### config.mk
export PLATFORM = sky130hd
export DESIGN_NAME = store_data_forward_unit
export DESIGN_NICKNAME = d
export VERILOG_FILES = /design/src/rtl/riscv_defines.sv /design/src/rtl/store_fwd_history.sv /design/src/rtl/store_data_forward_unit.sv
export SDC_FILE = /design/constraint.sdc
export NUM_CORES = 1
export LEC_CHECK = 0
export BUFFER_PORTS_ARGS = -buffer_cell sky130_fd_sc_hd__buf_2
export CAP_MARGIN = 25
export CORE_MARGIN = 5
export CORE_UTILIZATION = 36
export CTS_BUF_LIST = sky130_fd_sc_hd__clkbuf_8 sky130_fd_sc_hd__clkbuf_16
export DETAILED_ROUTE_END_ITERATION = 7
export PLACE_DENSITY_LB_ADDON = 0.25
export SLEW_MARGIN = 10
export SYNTH_ARGS = -nofsm -noshare
export SYNTH_HDL_FRONTEND = slang
export SYNTH_SLANG_ARGS = --single-unit
### constraint.sdc
create_clock -name clk -period 2.85 [get_ports clk]
set_clock_uncertainty 0.1 [all_clocks]
set_input_delay 0.57 -clock clk [delete_from_list [all_inputs] [get_ports clk]]
set_output_delay 0.57 -clock clk [all_outputs]
set_load 0.005 [all_outputs]
### src/rtl/riscv_defines.sv
// Shared pipeline type definitions: memory access kinds and store-data
// forwarding source selector used by store_data_forward_unit.
package riscv_defines;

    localparam int unsigned REG_ADDR_W = 5;

    typedef enum logic [1:0] {
        MEM_NONE  = 2'd0,
        MEM_READ  = 2'd1,
        MEM_WRITE = 2'd2
    } memaccess_t;

    typedef enum logic [1:0] {
        FWD_NONE = 2'd0,
        FWD_W    = 2'd1,
        FWD_HOLD = 2'd2,
        FWD_HIST = 2'd3
    } fwd_src_t;

endpackage

### src/rtl/store_fwd_history.sv
// Shift register of the last HIST_DEPTH writebacks (entry 0 = youngest),
// with a lookup that returns the youngest valid entry matching a register.
module store_fwd_history
    import riscv_defines::*;
#(
    parameter int XLEN       = 32,
    parameter int HIST_DEPTH = 2
) (
    input  logic                  clk,
    input  logic                  reset,
    input  logic                  push_valid_i,
    input  logic [REG_ADDR_W-1:0] push_rd_i,
    input  logic [XLEN-1:0]       push_data_i,
    input  logic [REG_ADDR_W-1:0] lookup_rd_i,
    output logic                  hit_o,
    output logic [XLEN-1:0]       hit_data_o
);

    logic [HIST_DEPTH-1:0] valid_q;
    logic [REG_ADDR_W-1:0] rd_q   [HIST_DEPTH];
    logic [XLEN-1:0]       data_q [HIST_DEPTH];

    // Shift every cycle; x0 writes never become valid entries.
    always_ff @(posedge clk) begin
        if (reset) begin
            valid_q <= '0;
            for (int unsigned i = 0; i < HIST_DEPTH; i++) begin
                rd_q[i]   <= '0;
                data_q[i] <= '0;
            end
        end else begin
            valid_q[0] <= push_valid_i && (push_rd_i != '0);
            rd_q[0]    <= push_rd_i;
            data_q[0]  <= push_data_i;
            for (int unsigned i = 1; i < HIST_DEPTH; i++) begin
                valid_q[i] <= valid_q[i-1];
                rd_q[i]    <= rd_q[i-1];
                data_q[i]  <= data_q[i-1];
            end
        end
    end

    // Scan oldest to youngest so the lowest-index match wins.
    always_comb begin
        hit_o      = 1'b0;
        hit_data_o = '0;
        for (int unsigned i = 0; i < HIST_DEPTH; i++) begin
            if (valid_q[HIST_DEPTH-1-i] && (lookup_rd_i != '0) &&
                (rd_q[HIST_DEPTH-1-i] == lookup_rd_i)) begin
                hit_o      = 1'b1;
                hit_data_o = data_q[HIST_DEPTH-1-i];
            end
        end
    end

endmodule

### src/rtl/store_data_forward_unit.sv
// Resolves store data for the M1 stage: W-stage bypass, a hold register that
// pins forwarded data across a stall, and (with STORE_FWD_HISTORY_EN defined)
// a short history of past writebacks.
module store_data_forward_unit
    import riscv_defines::*;
#(
    parameter int XLEN       = 32,
    parameter int HIST_DEPTH = 2
) (
    input  logic                  clk,
    input  logic                  reset,
    input  memaccess_t            memaccess_m1,
    input  logic                  stall_m1,
    input  logic                  flush_m1,
    input  logic [REG_ADDR_W-1:0] rs2_m1,
    input  logic [XLEN-1:0]       rs2_data_m1,
    input  logic                  regwrite_w,
    input  logic [REG_ADDR_W-1:0] rd_w,
    input  logic [XLEN-1:0]       result_w,
    output logic [XLEN-1:0]       store_data_m1,
    output logic                  forward_m1,
    output logic                  flag,
    output fwd_src_t              fwd_src
);

    logic            hold_valid_q, hold_valid_d;
    logic [XLEN-1:0] hold_data_q, hold_data_d;
    logic            hist_hit;
    logic [XLEN-1:0] hist_data;
    logic            active;
    logic            w_hit;

`ifdef STORE_FWD_HISTORY_EN
    store_fwd_history #(
        .XLEN       (XLEN),
        .HIST_DEPTH (HIST_DEPTH)
    ) u_hist (
        .clk          (clk),
        .reset        (reset),
        .push_valid_i (regwrite_w),
        .push_rd_i    (rd_w),
        .push_data_i  (result_w),
        .lookup_rd_i  (rs2_m1),
        .hit_o        (hist_hit),
        .hit_data_o   (hist_data)
    );
`else
    logic unused_hist_cfg;
    assign unused_hist_cfg = (HIST_DEPTH > 0);
    assign hist_hit        = 1'b0;
    assign hist_data       = '0;
`endif

    // Source selection; held and historical state read as empty during reset.
    always_comb begin
        active  = (memaccess_m1 == MEM_WRITE) && !flush_m1;
        w_hit   = regwrite_w && (rd_w != '0) && (rd_w == rs2_m1);
        fwd_src = FWD_NONE;
        if (active) begin
            if (w_hit)
                fwd_src = FWD_W;
            else if (hold_valid_q && !reset)
                fwd_src = FWD_HOLD;
            else if (hist_hit && !reset && (rs2_m1 != '0))
                fwd_src = FWD_HIST;
        end
    end

    // Data mux and hazard indications follow the selected source.
    always_comb begin
        case (fwd_src)
            FWD_W:    store_data_m1 = result_w;
            FWD_HOLD: store_data_m1 = hold_data_q;
            FWD_HIST: store_data_m1 = hist_data;
            default:  store_data_m1 = rs2_data_m1;
        endcase
        forward_m1 = (fwd_src != FWD_NONE);
        flag       = forward_m1;
    end

    // Hold next state: clear beats load; a fresh W hit replaces held data.
    always_comb begin
        hold_valid_d = hold_valid_q;
        hold_data_d  = hold_data_q;
        if (!active || !stall_m1) begin
            hold_valid_d = 1'b0;
        end else if ((fwd_src == FWD_W) || (fwd_src == FWD_HIST)) begin
            hold_valid_d = 1'b1;
            hold_data_d  = store_data_m1;
        end
    end

    // Hold register state.
    always_ff @(posedge clk) begin
        if (reset) begin
            hold_valid_q <= 1'b0;
            hold_data_q  <= '0;
        end else begin
            hold_valid_q <= hold_valid_d;
            hold_data_q  <= hold_data_d;
        end
    end

endmodule

==> flow_metrics.env <==
export IMPL_postCtsHoldBufs=0
export IMPL_drtAntennaViolNets=0
export IMPL_final_hold_violation_count=0
export IMPL_rsz0062_at_grt="false"
export IMPL_drt_pass1_iterations=4
export IMPL_p_leak_uw=0.00133
export IMPL_r2r_end="hold_data_q[3]"
export IMPL_hold_path_endpoint="hold_valid_q"
export IMPL_clk_latency_ns=0.28
export IMPL_place_ws_ns=0.196
export IMPL_fin_util=0.472
export IMPL_nets=497
export IMPL_powerDensity_nw_per_um2=302
export IMPL_dp_cells=508
export IMPL_min_period_ns=2.64
export IMPL_slowest_delay_ns=0.27
export IMPL_cts_made_buffers=5
export IMPL_critPathCaptureType="primary output"
export IMPL_multiInputGateArea_sq_um=1660
export IMPL_syn_avg_cell_area_sq_um=8.48
export IMPL_routed_via_density=5.01
export IMPL_ys_types=26
export IMPL_crit_top_cell="buf_2"
export IMPL_setup_viol=0
export IMPL_portBuffers=116
export IMPL_die_w_um=95.5
export IMPL_min_delay_start="hold_valid_q"
export IMPL_drc=0
export IMPL_hold_class="reg2reg"
export IMPL_post_cts_buffers=0
export IMPL_drt_wl_total_mm=6.98
export IMPL_crit_chain="buf_2 -> nor3b_2 -> and3_1 -> nand3_1 -> inv_2 -> buf_12 -> o221ai_1 -> buf_2"
export IMPL_cts_root_buf="clkbuf_8"
export IMPL_syn_area_sq_um=2630
export IMPL_antenna_found_initial=0
export IMPL_die_h_um=95.5
export IMPL_syn_inst=310
export IMPL_status="finished, final reports clean"
export IMPL_vdd_drop_max_v=0.000169
export IMPL_cp_max_fo=17
export IMPL_arrival_ns=1.97
export IMPL_required_ns=2.18
export IMPL_seq_area_frac_synth=0.251
export IMPL_yosys_area_share_simple=0.312
export IMPL_finalMaxSlewViolations=0
export IMPL_power_switching_uw=264
export IMPL_seqCellArea_sq_um=661
export IMPL_r2r_start="hold_data_q[3]"
export IMPL_drive_above_1_share=0.416
export IMPL_start_kind="input port"
export IMPL_fin_ws_ns=0.209
export IMPL_p_clk_frac=0.341
export IMPL_clkSlewWorstSetupHoldPaths_ns=0.07
export IMPL_rows=31
export IMPL_slowest_stage="nor3b_2"
export IMPL_io_pins=117
export IMPL_whs_path_depth=2
export IMPL_cts_tree="built"
export IMPL_hold_slack_ns=0.356
export IMPL_synth_top_family_by_area="simple AND/OR/NAND/NOR gates"
export IMPL_postSynthNetCount=391
export IMPL_grt_pass1_wl_mm=11.7
export IMPL_grt_pass1_vias=2616
export IMPL_critical_path_class="in2out"
export IMPL_synth_warnings=0
export IMPL_fin_cells=515
export IMPL_area_growth_pct=28.7
export IMPL_core_sq_um=7180
export IMPL_vias=2581
export IMPL_synth_compound_area_share=0.185
export IMPL_grt_max_degree=66
export IMPL_fillers=720
export IMPL_switching_share=0.258
export IMPL_dieArea_sq_um=9110
export IMPL_cts_resized_gates=0
export IMPL_synth_mux_area_frac=0.122
export IMPL_maxCapViolCount=0
export IMPL_gp_congestion=0.727
export IMPL_layout_common_cells="buf_2, nand2b_1, nand2_1"
export IMPL_rr_worst_depth=2
export IMPL_synth_xor_area_share=0.0133
export IMPL_wl_per_cell_um=13.6
export IMPL_rrSetupSlack_ns=2.15
export IMPL_comb_power_share=0.207
export IMPL_initial_core_util=0.367
export IMPL_cts_sinks=33
export IMPL_synth_fa_ha_area_frac=0
export IMPL_worst_pin_slew_ns=0.440
export IMPL_grt_use_total=0.157
export IMPL_dr_first_iter_drc_count=69
export IMPL_ys_seq_elements=33
export IMPL_slew_limit_headroom=0.707
export IMPL_cts_max_level=2
export IMPL_timing_final_crit_share=0.927
export IMPL_dp_hpwl_mm=5.35
export IMPL_seqPwrFrac=0.451
export IMPL_fmax_mhz=379
export IMPL_layout_commonest_cell="buf_2"
export IMPL_p_int_uw=759
export IMPL_overflow=0
export IMPL_n_antenna_cell=0
export IMPL_fin_tns_setup_ns=0
export IMPL_clk_path_buf_depth=2
## routing by layer
layer / global-route usage / routed length, um / up-vias / share of wire
met3: 0.0276 / 371 / 8 / 0.053
met1: 0.194 / 2950 / 1203 / 0.42
met2: 0.280 / 3570 / 73 / 0.51
met4: 0.0403 / 86 / 0 / 0.012
met5: 0 / 0 / - / 0
li1: - / - / 1297 / -
## worst max path at each step
stage,from,to,slack [ns],depth (start not counted)
after floorplan,memaccess_m1[0],store_data_m1[0],0.53,7
after global placement,rd_w[2],store_data_m1[7],0.22,8
after detailed placement,memaccess_m1[0],store_data_m1[7],0.20,8
after CTS,memaccess_m1[0],store_data_m1[7],0.20,8
after global routing,rd_w[2],store_data_m1[5],0.07,8
final,memaccess_m1[0],store_data_m1[7],0.21,8
## flip-flops by register name, indices dropped and copies added (netlist names)
signal and flops:
hold_data_q 32, hold_valid_q 1
## power groups by stage
stage | registers [uW] | logic, uW | clock network, uW
floorplan | 472 | 106 | 0
global placement | 472 | 209 | 0
detailed placement | 472 | 213 | 0
CTS | 461 | 214 | 372
global route | 461 | 236 | 390
finish | 462 | 212 | 349
## cell usage after synthesis
cell      number  area, sq um
o221ai_2      29          435
o21ai_2        1         8.76
or2_1          1         6.26
buf_4          5         37.5
buf_6          6         67.6
buf_2          1         5.00
and3b_1        1         8.76
inv_1         32          120
nand3b_1       1         7.51
inv_2          2         7.51
nor3_4         1         16.3
nand2_1       35          131
nand4_1       33          206
xnor2_1        1         8.76
mux2i_1       32          320
nor3b_2        1         12.5
dfxtp_1       33          661
clkbuf_1      19         71.3
xor2_1         3         26.3
nand2b_1      65          407
o221ai_1       3         26.3
a21oi_1        1         5.00
nor4_2         1         12.5
a41o_1         1         10.0
and3_1         1         6.26
nand3_1        1         5.00
## logic make-up (layout without fill, tap and decap cells)
family	count (synthesis)	after routing
AOI/OAI and AO/OA	35	35
buffers and inverters	65	171
DFF	33	33
muxes	32	32
and+or+nand+nor	141	141
xor gates and xnor gates	4	4
## metrics by stage
stage,total power (uW),instance area [sq um]
2_1_floorplan,578,2630
4_1_cts,1050,3380
5_1_grt,1090,3380
6_report,1020,3380
3_3_place_gp,681,3300
3_5_place_dp,685,3300
## area by class of cell
| type | instances | share of cell area |
|---|---|---|
| multi-input cells | 212 | 0.491 |
| inverters | 34 | 0.0377 |
| clock inverters | 1 | 0.00111 |
| repair buffers | 130 | 0.214 |
| flip-flops and latches | 33 | 0.195 |
| clock buffers | 6 | 0.0244 |
| well taps | 99 | 0.0366 |
## critical path: cells and delay by family
family	cells	cell delay, ns
AO/OA/AOI/OAI	1	0.13
buffers and inverters	4	0.57
AND/OR/NAND/NOR	3	0.69
Note: power is estimated with default switching activity, not from simulation.
